File: src/rtl/ppm_slot_transmitter_if.sv
// Byte handshake between a data source and the PPM slot transmitter.
// The source drives data/valid; the transmitter answers with ready.
interface ppm_slot_transmitter_if;
    logic [7:0] tx_data;
    logic       tx_data_valid;
    logic       tx_data_ready;

    modport master (
        output tx_data,
        output tx_data_valid,
        input  tx_data_ready
    );

    modport slave (
        input  tx_data,
        input  tx_data_valid,
        output tx_data_ready
    );
endinterface

File: src/rtl/ppm_slot_transmitter.sv
// Slot-based PPM optical transmitter: frames bytes behind a sync word, one pulse
// per symbol in one of 2^PPM_BITS slots, guard slots after each symbol, gap after each frame.
module ppm_slot_transmitter #(
    parameter int unsigned SLOT_CYCLES  = 50,
    parameter int unsigned PULSE_CYCLES = 10,
    parameter int unsigned PPM_BITS     = 2,
    parameter int unsigned GUARD_SLOTS  = 1,
    parameter logic [7:0]  SYNC_WORD    = 8'hE4,
    parameter int unsigned FRAME_BYTES  = 32,
    parameter int unsigned GAP_SLOTS    = 10
) (
    input  logic                         CLOCK_50,
    input  logic                         reset_n,
    ppm_slot_transmitter_if.slave        tx,
    output logic                         ppm_out,
    output logic                         slot_strobe,
    output logic                         busy,
    output logic                         frame_done,
    output logic                         underrun
);

    localparam int unsigned SPS       = (1 << PPM_BITS) + GUARD_SLOTS;
    localparam int unsigned SYMS      = 8 / PPM_BITS;
    localparam int unsigned SLOT_SPAN = (SPS > GAP_SLOTS) ? SPS : GAP_SLOTS;
    localparam int unsigned CYC_W     = (SLOT_CYCLES > 1) ? $clog2(SLOT_CYCLES) : 1;
    localparam int unsigned SLOT_W    = (SLOT_SPAN > 1) ? $clog2(SLOT_SPAN) : 1;
    localparam int unsigned SYM_W     = (SYMS > 1) ? $clog2(SYMS) : 1;
    localparam int unsigned BYTE_W    = (FRAME_BYTES > 1) ? $clog2(FRAME_BYTES) : 1;

    localparam logic [1:0] S_IDLE = 2'd0;
    localparam logic [1:0] S_SYNC = 2'd1;
    localparam logic [1:0] S_DATA = 2'd2;
    localparam logic [1:0] S_GAP  = 2'd3;

    logic [1:0]          state,     state_nx;
    logic [CYC_W-1:0]    cyc_cnt,   cyc_nx;
    logic [SLOT_W-1:0]   slot_idx,  slot_nx;
    logic [SYM_W-1:0]    sym_idx,   sym_nx;
    logic [BYTE_W-1:0]   byte_cnt,  byte_nx;
    logic [7:0]          shift_reg, shift_nx;
    logic [7:0]          hold_data, hold_data_nx;
    logic                hold_full, hold_full_nx;
    logic                ppm_nx, slot_strobe_nx, busy_nx, frame_done_nx, underrun_nx;

    logic                cyc_last, slot_last, sym_last, gap_last;
    logic                sym_end, byte_end;
    logic [PPM_BITS-1:0] symbol;

    assign tx.tx_data_ready = ~hold_full;

    assign cyc_last  = (cyc_cnt  == CYC_W'(SLOT_CYCLES - 1));
    assign slot_last = (slot_idx == SLOT_W'(SPS - 1));
    assign sym_last  = (sym_idx  == SYM_W'(SYMS - 1));
    assign gap_last  = (slot_idx == SLOT_W'(GAP_SLOTS - 1));
    assign sym_end   = cyc_last & slot_last;
    assign byte_end  = sym_end & sym_last;
    assign symbol    = shift_reg[7 -: PPM_BITS];

    // State register and all datapath registers
    always_ff @(posedge CLOCK_50) begin
        if (!reset_n) begin
            state       <= S_IDLE;
            cyc_cnt     <= '0;
            slot_idx    <= '0;
            sym_idx     <= '0;
            byte_cnt    <= '0;
            shift_reg   <= '0;
            hold_data   <= '0;
            hold_full   <= 1'b0;
            ppm_out     <= 1'b0;
            slot_strobe <= 1'b0;
            busy        <= 1'b0;
            frame_done  <= 1'b0;
            underrun    <= 1'b0;
        end else begin
            state       <= state_nx;
            cyc_cnt     <= cyc_nx;
            slot_idx    <= slot_nx;
            sym_idx     <= sym_nx;
            byte_cnt    <= byte_nx;
            shift_reg   <= shift_nx;
            hold_data   <= hold_data_nx;
            hold_full   <= hold_full_nx;
            ppm_out     <= ppm_nx;
            slot_strobe <= slot_strobe_nx;
            busy        <= busy_nx;
            frame_done  <= frame_done_nx;
            underrun    <= underrun_nx;
        end
    end

    // Next-state, counter chain and output decode
    always_comb begin
        state_nx      = state;
        cyc_nx        = cyc_cnt;
        slot_nx       = slot_idx;
        sym_nx        = sym_idx;
        byte_nx       = byte_cnt;
        shift_nx      = shift_reg;
        hold_data_nx  = hold_data;
        hold_full_nx  = hold_full;
        frame_done_nx = 1'b0;
        underrun_nx   = 1'b0;

        // Capture and load never coincide: ready is low whenever a load is possible
        if (tx.tx_data_valid && !hold_full) begin
            hold_data_nx = tx.tx_data;
            hold_full_nx = 1'b1;
        end

        case (state)
            S_IDLE: begin
                if (hold_full) begin
                    state_nx = S_SYNC;
                    shift_nx = SYNC_WORD;
                    cyc_nx   = '0;
                    slot_nx  = '0;
                    sym_nx   = '0;
                    byte_nx  = '0;
                end
            end

            S_SYNC, S_DATA: begin
                cyc_nx = cyc_last ? '0 : cyc_cnt + 1'b1;
                if (cyc_last) begin
                    slot_nx = slot_last ? '0 : slot_idx + 1'b1;
                end
                if (sym_end) begin
                    shift_nx = shift_reg << PPM_BITS;
                    sym_nx   = sym_last ? '0 : sym_idx + 1'b1;
                end
                if (byte_end) begin
                    if (state == S_SYNC) begin
                        shift_nx     = hold_data;
                        hold_full_nx = 1'b0;
                        byte_nx      = '0;
                        state_nx     = S_DATA;
                    end else if (byte_cnt == BYTE_W'(FRAME_BYTES - 1)) begin
                        byte_nx = '0;
                        if (GAP_SLOTS == 0) begin
                            frame_done_nx = 1'b1;
                            state_nx      = S_IDLE;
                        end else begin
                            state_nx = S_GAP;
                        end
                    end else if (hold_full) begin
                        shift_nx     = hold_data;
                        hold_full_nx = 1'b0;
                        byte_nx      = byte_cnt + 1'b1;
                    end else begin
                        underrun_nx = 1'b1;
                        byte_nx     = '0;
                        state_nx    = S_IDLE;
                    end
                end
            end

            S_GAP: begin
                cyc_nx = cyc_last ? '0 : cyc_cnt + 1'b1;
                if (cyc_last) begin
                    if (gap_last) begin
                        slot_nx       = '0;
                        frame_done_nx = 1'b1;
                        state_nx      = S_IDLE;
                    end else begin
                        slot_nx = slot_idx + 1'b1;
                    end
                end
            end

            default: begin
                state_nx = S_IDLE;
            end
        endcase
    end

    // Pulse is decoded from the current slot position, so it trails slot_strobe by one cycle
    assign ppm_nx = ((state == S_SYNC) || (state == S_DATA)) &&
                    (slot_idx == SLOT_W'(symbol)) &&
                    (cyc_cnt < CYC_W'(PULSE_CYCLES));

    assign slot_strobe_nx = (state_nx != S_IDLE) && (cyc_nx == '0);
    assign busy_nx        = (state_nx != S_IDLE);

endmodule

File: src/flat_wrapper.sv
// flat-port wrapper written by rule: the top's interface ports become plain ports
module ppm_slot_transmitter_flat 
#(
    parameter int unsigned SLOT_CYCLES  = 50,
    parameter int unsigned PULSE_CYCLES = 10,
    parameter int unsigned PPM_BITS     = 2,
    parameter int unsigned GUARD_SLOTS  = 1,
    parameter logic [7:0]  SYNC_WORD    = 8'hE4,
    parameter int unsigned FRAME_BYTES  = 32,
    parameter int unsigned GAP_SLOTS    = 10
)
  (CLOCK_50, reset_n, ppm_out, slot_strobe, busy, frame_done, underrun, tx_tx_data, tx_tx_data_valid, tx_tx_data_ready);
  ppm_slot_transmitter_if tx_i ();
  input  logic CLOCK_50;
  input  logic reset_n;
  output logic ppm_out;
  output logic slot_strobe;
  output logic busy;
  output logic frame_done;
  output logic underrun;
  input wire logic [$bits(tx_i.tx_data)-1:0] tx_tx_data;
  input wire logic [$bits(tx_i.tx_data_valid)-1:0] tx_tx_data_valid;
  output wire logic [$bits(tx_i.tx_data_ready)-1:0] tx_tx_data_ready;
  assign tx_i.tx_data = tx_tx_data;
  assign tx_i.tx_data_valid = tx_tx_data_valid;
  assign tx_tx_data_ready = tx_i.tx_data_ready;
  ppm_slot_transmitter #(.SLOT_CYCLES(SLOT_CYCLES), .PULSE_CYCLES(PULSE_CYCLES), .PPM_BITS(PPM_BITS), .GUARD_SLOTS(GUARD_SLOTS), .SYNC_WORD(SYNC_WORD), .FRAME_BYTES(FRAME_BYTES), .GAP_SLOTS(GAP_SLOTS)) u_core (.CLOCK_50(CLOCK_50), .reset_n(reset_n), .tx(tx_i), .ppm_out(ppm_out), .slot_strobe(slot_strobe), .busy(busy), .frame_done(frame_done), .underrun(underrun));
endmodule
File: config.mk
export PLATFORM = sky130hd
export DESIGN_NAME = ppm_slot_transmitter_flat
export DESIGN_NICKNAME = d
export VERILOG_FILES = /design/src/rtl/ppm_slot_transmitter_if.sv /design/src/rtl/ppm_slot_transmitter.sv /design/src/flat_wrapper.sv
export SDC_FILE = /design/constraint.sdc
export NUM_CORES = 1
export LEC_CHECK = 0
export BUFFER_PORTS_ARGS = -buffer_cell sky130_fd_sc_hd__buf_2
export CORE_MARGIN = 3
export CORE_UTILIZATION = 45
export CTS_CLUSTER_SIZE = 24
export DETAILED_ROUTE_END_ITERATION = 10
export PLACE_DENSITY = 0.63
export SYNTH_ARGS = -nofsm -noshare
export SYNTH_HDL_FRONTEND = slang
export SYNTH_SLANG_ARGS = --single-unit
export TNS_END_PERCENT = 20
File: constraint.sdc
create_clock -name CLOCK_50 -period 4.5 [get_ports CLOCK_50]
set_input_delay 0.9 -clock CLOCK_50 [delete_from_list [all_inputs] [get_ports CLOCK_50]]
set_output_delay 0.9 -clock CLOCK_50 [all_outputs]
set_load 0.01 [all_outputs]
==> summary.txt <==
Status
  • Outcome: finished, final reports clean

Worst setup path
  • Max FO, Critical Path: 13
  • Slowest stage delay, CP: 0.82 ns
  • Largest delay contributor family on the critical path: simple AND/OR/NAND/NOR gates
  • Critical path data required time: 4.73 ns
  • Worst setup path class: reg2reg
  • Reg-to-Reg Start: u_core.cyc_cnt[0]
  • Crit path cell chain: ha_1 -> nand4b_4 -> nor3_2 -> o211a_1 -> nor2_1 -> a21oi_1
  • Slowest cell on crit path: nor3_2
  • CP Launch Type: flip-flop
  • CP Launch Point: u_core.cyc_cnt[0]
  • Critical Path Sink Type: flip-flop
  • WP buf/inv: 0
  • Worst EP arrival: 2.62 ns

Clocking
  • Num CTS Buffers: 5
  • Clock Latency Late Sink: 0.29 ns
  • Post_cts resized: 0
  • Clock transition at path regs: 0.08 ns
  • Post-CTS Repair Setup Buffers: 0
  • CTS tree: built
  • CTS root buffer: clkbuf_8
  • Cts hold-fix bufs: 0
  • H-tree levels: 2
  • Clock buffer depth: 2
  • Clock sink count: between 40 and 50

Yosys
  • Fraction of registers with async set/reset: 0%
  • Post-synth EDFFs: 0
  • Syn avg cell area: 8.63 um^2
  • Synth Net Count: 284
  • Sequential area share after synthesis: 36.4%
  • Syn. warnings: 0
  • Primary FF master, synth: dfxtp_1
  • Synth Register Bits: 41
  • Distinct cells, synth: between 50 and 60
  • Synthesized area: 2250 um^2
  • Gate Count Post-Synth: 261

Place
  • Number of port buffers: 16
  • Gpl congestion: 0.803
  • DP HPWL: 3360 um
  • Pre-CTS WS: 1.94 ns
  • Placed Instances: 331

Pwr
  • Maximum VDD drop: 0.220 mV
  • Sw Ratio: between 30% and 40%
  • Clock share of power: 33.3%
  • Leakage power: 0.990 nW
  • Net switching power: 0.275 mW
  • Cell Int Power: 0.622 mW
  • Seq pwr share: between 40% and 50%
  • Power Density: ~360 nW/um^2
  • Gate power share: 21.1%
  • Total Power: 0.897 mW

Routing
  • Number of remaining DRC errors: 0
  • Vias per inst: 5.59
  • Antenna viol nets, final: 0
  • Length of the first detailed-routing pass in iterations: 4
  • M1 WL: 2350 um
  • Drt total wl: 4730 um
  • Initial DRC count: 153
  • Met2 wire length: 2070 um
  • Top sig layer: met4
  • Met3 wire len: 262 um
  • Routed via count: around 1900
  • WL/cell: 13.9 um

STA
  • RSZ-0062 raised after global routing: false
  • Headroom to the max-slew limit: 34.7%
  • Crit share post-route: between 50% and 60%
  • Fin crit period: 2.39 ns
  • Final setup vio count: 0
  • TNS Setup: 0 ns
  • Least-Margin Pin Slew: 0.974 ns
  • Worst Skew: 0.00713 ns
  • Fmax: about 420 MHz
  • Setup WS post-layout: about 2.1 ns
  • Fin. Hold Viols: 0
  • Max Slew Vio Count: 0

Floorplan
  • Std-Cell Rows: 25
  • IO Pins: 17
  • Die H: 76.7 um
  • Initial core utilization: 47.1%
  • Die ar.: a little under 6000 um^2
  • Die Wd: 76.7 um
  • Core area: roughly 4800 um^2

Cells and area
  • Area Growth Syn to Fin: 9.17%
  • Diode count: 0
  • # fillers: 475
  • Final #Nets: 294
  • Layout cell share with drive strength beyond 1: between 10% and 20%
  • Non-filler instance count after layout: 339

Min path
  • Worst hold path class: reg2reg
  • Hold Path Origin: u_core.byte_cnt[4]

GRT
  • Total grt overflow: 0
  • Global Route Usage Sum: between 15 and 20%
  • Vias in the first global route: 1720
  • Largest net degree at the start of global routing: 28
  • Antenna violations before repair: 0
  • First-pass GRT wire length: 8140 um

Run
  • Max Cap Viol: 0
[synth_stat cells, drive strengths merged (2+ instances only)]
master  instances  area share [%]
o21a            4             1.3
nor3            6             1.6
xnor2           4             1.6
mux2i          12             5.3
buf             7             2.2
a32oi           3             1.2
o211ai          7             2.9
nand2b          2            0.56
nand2          23             3.8
a21oi          13             2.9
a22oi           3             1.0
and3            4             1.1
a211oi          2            0.67
dfxtp          41              36
nor4            4             1.1
nand3          10             2.2
and2b           2            0.67
a211o           2            0.78
nor2           31             5.6
nand3b          3             1.0
inv            12             2.0
ha             12             6.7
nand4           3            0.83
o21ai          10             2.2
xor2            3             1.2
o31ai          10             3.6
nand4b          2             1.4
o22ai           3            0.83
and2            3            0.83
nor2b           4             1.1
clkbuf          6             1.0
[final timing paths]
check                        end  slack [ns]  cells after the start
min reg2reg   u_core.byte_cnt[4]        0.47                      2
max          u_core.shift_reg[2]        2.11                      6
min           u_core.byte_cnt[4]        0.47                      2
max reg2reg  u_core.shift_reg[2]        2.11                      6
[metal layers]
| layer | GRT usage (%) | up-vias |
|---|---|---|
| li1 | - | 962 |
| met4 | 4.89 | 0 |
| met1 | 23.8 | 872 |
| met3 | 3.64 | 9 |
| met5 | 0 | - |
| met2 | 25.3 | 52 |
[power groups by stage]
stage | logic (mW) | clock network (mW) | registers (mW)
final | 0.190 | 0.298 | 0.409
after global routing | 0.211 | 0.319 | 0.413
after CTS | 0.189 | 0.306 | 0.409
after detailed placement | 0.188 | 0 | 0.418
after global placement | 0.189 | 0 | 0.418
after floorplan | 0.146 | 0 | 0.415
[kinds of logic (layout without fill, tap and decap cells)]
| family | Yosys count | in the layout | share of synthesized area, % |
|---|---|---|---|
| buffers and inverters | 25 | 36 | 5.22 |
| xor gates and xnor gates | 7 | 7 | 2.72 |
| muxes | 12 | 12 | 5.33 |
| DFF | 41 | 41 | 36.4 |
| AOI/OAI and AO/OA | 66 | 66 | 21.4 |
| and+or+nand+nor | 98 | 98 | 22.2 |
| adders and majority gates | 12 | 12 | 6.67 |
[stage by stage]
stage	hold slack (ns)	util [%]	cell area, um^2
after floorplan	0.436	-	2250
after global placement	0.449	49.0	2340
after detailed placement	0.461	49.0	2340
after CTS	0.473	51.4	2460
after global routing	0.504	51.4	2460
final	0.468	51.4	2460
[worst register-to-register path, stage by stage (launching register included)]
cell      delay, ns
dfxtp_1        0.45
ha_1           0.23
nand4b_4       0.17
nor3_2         0.82
o211a_1        0.40
nor2_1         0.13
a21oi_1        0.14
[layout by cell type (no fill, tap or decap), types with 2 or more instances in the layout]
cell and instances:
a211o_1 2, a211oi_1 2, a21oi_1 13, a22oi_1 3, a32oi_1 3, and2_1 3
and2b_1 2, and3_1 4, buf_2 16, clkbuf_8 5, dfxtp_1 41, ha_1 12
inv_1 11, mux2i_1 12, nand2_1 23, nand2b_1 2, nand3_1 10, nand3b_1 3
nand4_1 3, nor2_1 29, nor2b_1 4, nor3_1 5, nor4_1 4, o211ai_1 6
o21a_1 4, o21ai_0 7, o21ai_1 3, o22ai_1 3, o31ai_1 9, xnor2_1 4
xor2_1 3
[cell type report]
| type | instances | area (um^2) | area share (%) |
|---|---|---|---|
| clock buffer | 5 | 68.8 | 2.80 |
| clock inverter | 3 | 46.3 | 1.88 |
| inverter | 12 | 45.0 | 1.83 |
| multi-input combinational | 195 | 1310 | 53.4 |
| sequential | 41 | 821 | 33.4 |
| tap | 67 | 83.8 | 3.41 |
| timing repair buffer | 16 | 80.1 | 3.26 |
Note: power is estimated with default switching activity, not from simulation.
